### config.mk
export PLATFORM = sky130hd
export DESIGN_NAME = fetch_sequencer
export DESIGN_NICKNAME = d
export VERILOG_FILES = /design/src/rtl/fetch_sequencer.sv
export SDC_FILE = /design/constraint.sdc
export NUM_CORES = 1
export LEC_CHECK = 0
export BUFFER_PORTS_ARGS = -buffer_cell sky130_fd_sc_hd__buf_2
export CAP_MARGIN = 5
export CORE_ASPECT_RATIO = 0.6
export CORE_UTILIZATION = 30
export DETAILED_ROUTE_END_ITERATION = 12
export SLEW_MARGIN = 20
export SYNTH_ARGS = -nofsm -noshare
export SYNTH_HDL_FRONTEND = slang
export SYNTH_SLANG_ARGS = --single-unit
### constraint.sdc
create_clock -name Clk -period 1.8 [get_ports Clk]
set_input_delay 0 -clock Clk [delete_from_list [all_inputs] [get_ports Clk]]
set_output_delay 0 -clock Clk [all_outputs]
set_load 0.01 [all_outputs]
### src/rtl/fetch_sequencer.sv
// Instruction-fetch sequencer for the 8-bit pipelined core: warm-up after reset,
// load-use stalls, PC-relative jump select, and HALT/resume.
module fetch_sequencer #(
   parameter logic [1:0]  JMP_OP      = 2'b11,
   parameter logic [7:0]  HALT_CODE   = 8'hFF,
   parameter int unsigned INIT_CYCLES = 4,
   parameter int unsigned LOAD_LAT    = 2
) (
   input  logic       Clk,
   input  logic       Reset,
   input  logic [7:0] Instruction_Code,
   input  logic [7:0] IFID_Instr,
   input  logic       EX_MemRead,
   input  logic [2:0] EX_Rd,
   input  logic       Resume,
   output logic       PCSrc,
   output logic       ImmSel,
   output logic       PC_En,
   output logic       IFID_Write,
   output logic       IFID_Flush,
   output logic       IDEX_Bubble,
   output logic       Halted
);

   typedef enum logic [1:0] {
      S_INIT  = 2'd0,
      S_RUN   = 2'd1,
      S_STALL = 2'd2,
      S_HALT  = 2'd3
   } state_t;

   localparam logic [3:0] INIT_LAST   = 4'(INIT_CYCLES - 1);
   // The hazard cycle itself is the first frozen cycle, so STALL counts LOAD_LAT-1 more.
   localparam bit         MULTI_STALL = (LOAD_LAT > 1);
   localparam logic [3:0] STALL_LOAD  = MULTI_STALL ? 4'(LOAD_LAT - 2) : 4'd0;

   state_t     state_q, state_d;
   logic [3:0] cnt_q, cnt_d;

   logic hazard;
   logic halt_req;
   logic jump_req;

   assign hazard   = EX_MemRead && ((EX_Rd == IFID_Instr[5:3]) || (EX_Rd == IFID_Instr[2:0]));
   assign halt_req = (Instruction_Code == HALT_CODE);
   assign jump_req = (Instruction_Code[7:6] == JMP_OP);

   always_ff @(posedge Clk or posedge Reset) begin
      if (Reset) begin
         state_q <= S_INIT;
         cnt_q   <= '0;
      end else begin
         state_q <= state_d;
         cnt_q   <= cnt_d;
      end
   end

   always_comb begin
      state_d = state_q;
      cnt_d   = cnt_q;
      case (state_q)
         S_INIT: begin
            if (cnt_q == INIT_LAST) begin
               state_d = S_RUN;
               cnt_d   = '0;
            end else begin
               cnt_d = cnt_q + 4'd1;
            end
         end
         S_RUN: begin
            if (hazard) begin
               if (MULTI_STALL) begin
                  state_d = S_STALL;
                  cnt_d   = STALL_LOAD;
               end
            end else if (halt_req) begin
               state_d = S_HALT;
            end
         end
         S_STALL: begin
            if (cnt_q == 4'd0) begin
               state_d = S_RUN;
            end else begin
               cnt_d = cnt_q - 4'd1;
            end
         end
         S_HALT: begin
            if (Resume) begin
               state_d = S_RUN;
            end
         end
         default: begin
            state_d = S_INIT;
            cnt_d   = '0;
         end
      endcase
   end

   always_comb begin
      PCSrc       = 1'b0;
      ImmSel      = 1'b0;
      PC_En       = 1'b0;
      IFID_Write  = 1'b0;
      IFID_Flush  = 1'b0;
      IDEX_Bubble = 1'b0;
      Halted      = 1'b0;
      case (state_q)
         S_INIT: begin
            IFID_Flush  = 1'b1;
            IDEX_Bubble = 1'b1;
         end
         S_RUN: begin
            if (hazard) begin
               IDEX_Bubble = 1'b1;
            end else if (halt_req) begin
               IFID_Flush = 1'b1;
            end else if (jump_req) begin
               // Jump resolves in IF, so the fetched word is still valid to latch.
               PCSrc      = 1'b1;
               ImmSel     = 1'b1;
               PC_En      = 1'b1;
               IFID_Write = 1'b1;
            end else begin
               PC_En      = 1'b1;
               IFID_Write = 1'b1;
            end
         end
         S_STALL: begin
            // Bubble already sits in EX; just keep PC and IF/ID frozen.
         end
         S_HALT: begin
            Halted     = 1'b1;
            IFID_Flush = 1'b1;
            PC_En      = Resume;
         end
         default: begin
            IFID_Flush  = 1'b1;
            IDEX_Bubble = 1'b1;
         end
      endcase
   end

endmodule
### Word level (Yosys, flattened, before mapping)

Index checks and enable logic that the tools add are counted.

* register bits after elaboration: 6
* input bits: 23
* output and inout port bits: 7
* logic and storage cells: 50

* add/sub/neg operators: 2
* eq/ne operators: 14
* mux-type cells: 24
* reductions and logical operators: 8

Operators by type and width (count)
* $mux 4: 3
* $pmux 4 s3: 1
* $mux 1: 11
* $mux 2: 5
* $ne 2x2->1 const B: 5
* $eq 8x8->1 const B: 1
* $pmux 2 s4: 1
* $eq 2x2->1 const B: 3
* $eq 3x3->1: 2
* $pmux 1 s2: 3
* $add 4x1->4 const B: 1
* $eq 4x2->1 const B: 1
* $logic_not 4->1: 1
* $reduce_and 4->1: 1
* $sub 4x1->4 const B: 1
* $ne 3x3->1 const B: 1
* $reduce_and 3->1: 1
* $reduce_bool 3->1: 1
* $eq 2x1->1 const B: 1
* $logic_not 2->1: 1
* $reduce_or 2->1: 1
* $logic_and 1x1->1: 1
* $logic_or 1x1->1: 1

### Longest topological paths before layout

* depth after elaboration: 5
* gate-level depth with buffers: 7
* mapped depth without buffers: 6

### Worst setup path after synthesis

Ideal clock, no wire load.

* kind: register -> register
* start point: reg cnt_q[0]
* end point: reg state_q[0]
* library setup time: 0.082 ns
* arrival time: 1.673 ns
* setup slack: 0.045 ns
* stages on the path, launching flop included: 7
* buffers on the path: 0
* period minus slack after synthesis: 1.755 ns
* cell sequence: dfrtp_1 -> inv_1 -> ha_1 -> or3b_1 -> a222oi_1 -> o22ai_1 -> a31oi_1

* longest elaborated chain between the ends: 3
* elaborated cells on any way between the ends: 5

RTL lines
* start: declaration: RTL line 38 `logic [3:0] cnt_q, cnt_d;`
* start signal: assignment: RTL line 54 `cnt_q <= cnt_d;`
* $eq 4x2->1 / $logic_not 4->1 (equally long branches): RTL line 63, 81
* $ne 2x2->1 (no line)
* $reduce_and 4->1 (no line) (*)
* end signal: assignment: RTL line 53 `state_q <= state_d;`
* end: declaration: RTL line 37 `state_t state_q, state_d;`

Mark *: on every way between the ends. The rest lies on a longest branch, timed or not.
A chain may end at the register's enable or synchronous reset.

### Worst setup path in the final report

* start point: reg cnt_q[1]
* end point: reg state_q[0]

Same word-level chain as after synthesis.

==> impl_metrics.json <==
{
  "antenna_found_initial": 0,
  "failed_checks": "setup timing",
  "synth_top_area_share_pct": 23.1,
  "arrival_ps": 1980,
  "drt-total-wl_um": 2060,
  "yosys.area_share.simple_pct": 25.2,
  "synth_top_family_by_area": "simple AND/OR/NAND/NOR gates",
  "drive_above_1_share_pct": 47.5,
  "finClkSkew_ps": 4.04,
  "fin_area_um2": 987,
  "diodes": 0,
  "place.gp.congestion": 0.893,
  "yosysWarnings": 0,
  "clk_pin_slew_worst_paths_ps": 40,
  "syn_area_um2": 649,
  "tightest_slew_ps": 688,
  "finalCritPeriodShare_pct": 101,
  "synth_top_cell_by_area": "dfrtp_1",
  "clock_latency_ps": 240,
  "first_pass_iters": 4,
  "finalWorstSetupSlack_ps": -22.9,
  "vdd_drop_max_mv": 0.418,
  "outcome": "finished, violations left",
  "vias_per_cell": 5.12,
  "max_cap_viol_count": 0,
  "critPathLaunchType": "flop",
  "nets": 152,
  "grt_overflow_total": 0,
  "initial_utilization_pct": 33.5,
  "hold_violations": 0,
  "synth.area.mux_share_pct": 3.28,
  "ant_nets": 0,
  "tns_ps": -22.9,
  "ys_ff_latch": 6,
  "synth_compound_area_share_pct": 19.8,
  "path_class": "flop to flop",
  "cts_max_path_buffers": 2,
  "grt_pass1_vias": 701,
  "grt_pass1_wl_um": 3150,
  "clock_sinks": 6,
  "die_w_um": 62.1,
  "grt_max_degree": 9,
  "cts_buffers": 3,
  "fmax_ghz": 0.549,
  "core_um2": 1940,
  "ios": 30,
  "hpwl_um": 1590,
  "placementRows": 12,
  "syn_avg_cell_area_um2": 8.22,
  "yosys.cell_types.count": 32,
  "worstPathRequired_ps": 1960,
  "yosysSeqAreaShare_pct": 23.1,
  "path_max_fanout": 4,
  "drc_errors": 0,
  "synth_area_leaders": "dfrtp_1 23%, ha_1 13%, xnor2_1 8.1%, inv_1 5.2%, nand2_1 4.0%",
  "setup_viol": 1,
  "routedWlPerCell_um": 13.9,
  "die_h_um": 38.0,
  "whs_ps": 202,
  "synthXorXnorAreaFrac_pct": 8.09,
  "via_count": 758,
  "min_path_type": "input pin to async pin",
  "p_leak_uw": 0.000477,
  "htree_levels": 1,
  "cts_tree": "done",
  "drt_iter0_drc": 52,
  "finalCriticalPeriod_ps": 1820,
  "powerDensity_nw_per_um2": 1450,
  "total_power_uw": 1430,
  "grt_usage_pct": 18.8,
  "grt_setup_unrepaired": "true",
  "dp_slack_ps": 3.70,
  "syn_to_final_growth_pct": 52.0,
  "synth_adder_area_share_pct": 13.5,
  "cts-root-buf": "clkbuf_4",
  "slew_headroom_pct": 53.8,
  "endpoint_kind": "flop",
  "placed_area_um2": 883,
  "netlist_instances": 79,
  "die_area_um2": 2360,
  "portBuffers": 27,
  "final_max_slew_viol_count": 0,
  "syn_nets": 109
}
worst paths after layout:
| path | startpoint | endpoint | slack (ps) | cells after the start |
|---|---|---|---|---|
| setup / recovery | cnt_q[1]$_DFFE_PP0P_ | state_q[0]$_DFFE_PP0P_ | -20 | 7 |
| hold / removal | Reset | state_q[0]$_DFFE_PP0P_ | 200 | 3 |
| setup reg to reg | cnt_q[1]$_DFFE_PP0P_ | state_q[0]$_DFFE_PP0P_ | -20 | 7 |
| hold reg to reg | state_q[1]$_DFFE_PP0P_ | state_q[1]$_DFFE_PP0P_ | 680 | 2 |
| max in group asynchronous | Reset | cnt_q[0]$_DFFE_PP0P_ | 1410 | 3 |
| min in group Clk | Instruction_Code[0] | state_q[0]$_DFFE_PP0P_ | 240 | 5 |
cells in the final DEF (no fill, tap or decap), types with 3 or more instances in the layout:
cell / instances
buf_2: 27
buf_4: 12
clkbuf_4: 3
dfrtp_1: 6
ha_1: 3
ha_2: 3
inv_1: 7
nand2_1: 7
nand4_1: 4
nor2_1: 5
nor3_1: 4
o21ai_0: 3
xnor2_1: 6
cell usage after synthesis:
cell type / number
xnor2_1: 6
mux2i_1: 1
nor4_1: 1
o221a_2: 1
or3_1: 1
and4_1: 2
a31oi_1: 2
clkbuf_1: 1
buf_4: 1
nor3_1: 4
a21oi_1: 1
nand3_1: 2
a211oi_1: 1
a2111o_1: 1
ha_1: 7
nor2_1: 5
nand4b_1: 1
nand2_1: 7
a311o_2: 1
o41ai_1: 1
o22ai_1: 2
mux2_2: 1
o21bai_1: 1
or3b_1: 2
o221ai_1: 1
o21ai_0: 3
nand4_1: 4
dfrtp_1: 6
inv_1: 9
nand3b_1: 1
a21o_1: 1
a222oi_1: 1
layout make-up:
class / instances / area [um2]
clock buffers: 3 / 22.5
fillers: 180 / 950
inverters: 9 / 33.8
multi-input cells: 62 / 510
flip-flops and latches: 6 / 150
well taps: 28 / 35.0
repair buffers: 40 / 235
flip-flops by register name (all words and copies together) (netlist names):
register  cells
state_q       2
cnt_q         4
layer usage:
layer	share of wire (%)	GRT usage, %
met5	0	0
met4	0	8.89
met3	4.1	3.72
met2	46	28.2
met1	50	25.7
stage by stage:
step | util (%) | cells
2_1_floorplan | - | 79
3_3_place_gp | 45.6 | 142
3_5_place_dp | 45.6 | 142
4_1_cts | 47.5 | 146
5_1_grt | 51.0 | 148
6_report | 51.0 | 148
cell families (layout without fill, tap and decap cells):
family	after synthesis	count (layout)
AO/OA/AOI/OAI	17	17
XOR/XNOR	6	6
adder cells (fa/ha/maj)	7	7
buffers and inverters	11	52
flip-flops	6	6
multiplexers	2	2
AND/OR/NAND/NOR	30	30
report_power, final:
group / internal, uW / switching (uW)
clock: 75.1 / 44.1
combinational: 527 / 534
sequential: 184 / 67.9
critical path, stage by stage, from the launching register on:
cell and delay [ps]:
dfrtp_1 400, buf_4 130, ha_2 170, or3b_4 390
a222oi_1 230, buf_4 190, o22ai_1 70, a31oi_1 170
what timing repair did:
action / CTS / global route
pin swaps: 0 / 1
resized for setup: 1 / 13
buffers inserted: 0 / 2
hold endpoints to repair: 6 / 0
endpoints found under the setup margin: 3 / 8
hold buffers: 1 / 0
Power figures use the tool's default switching activity.
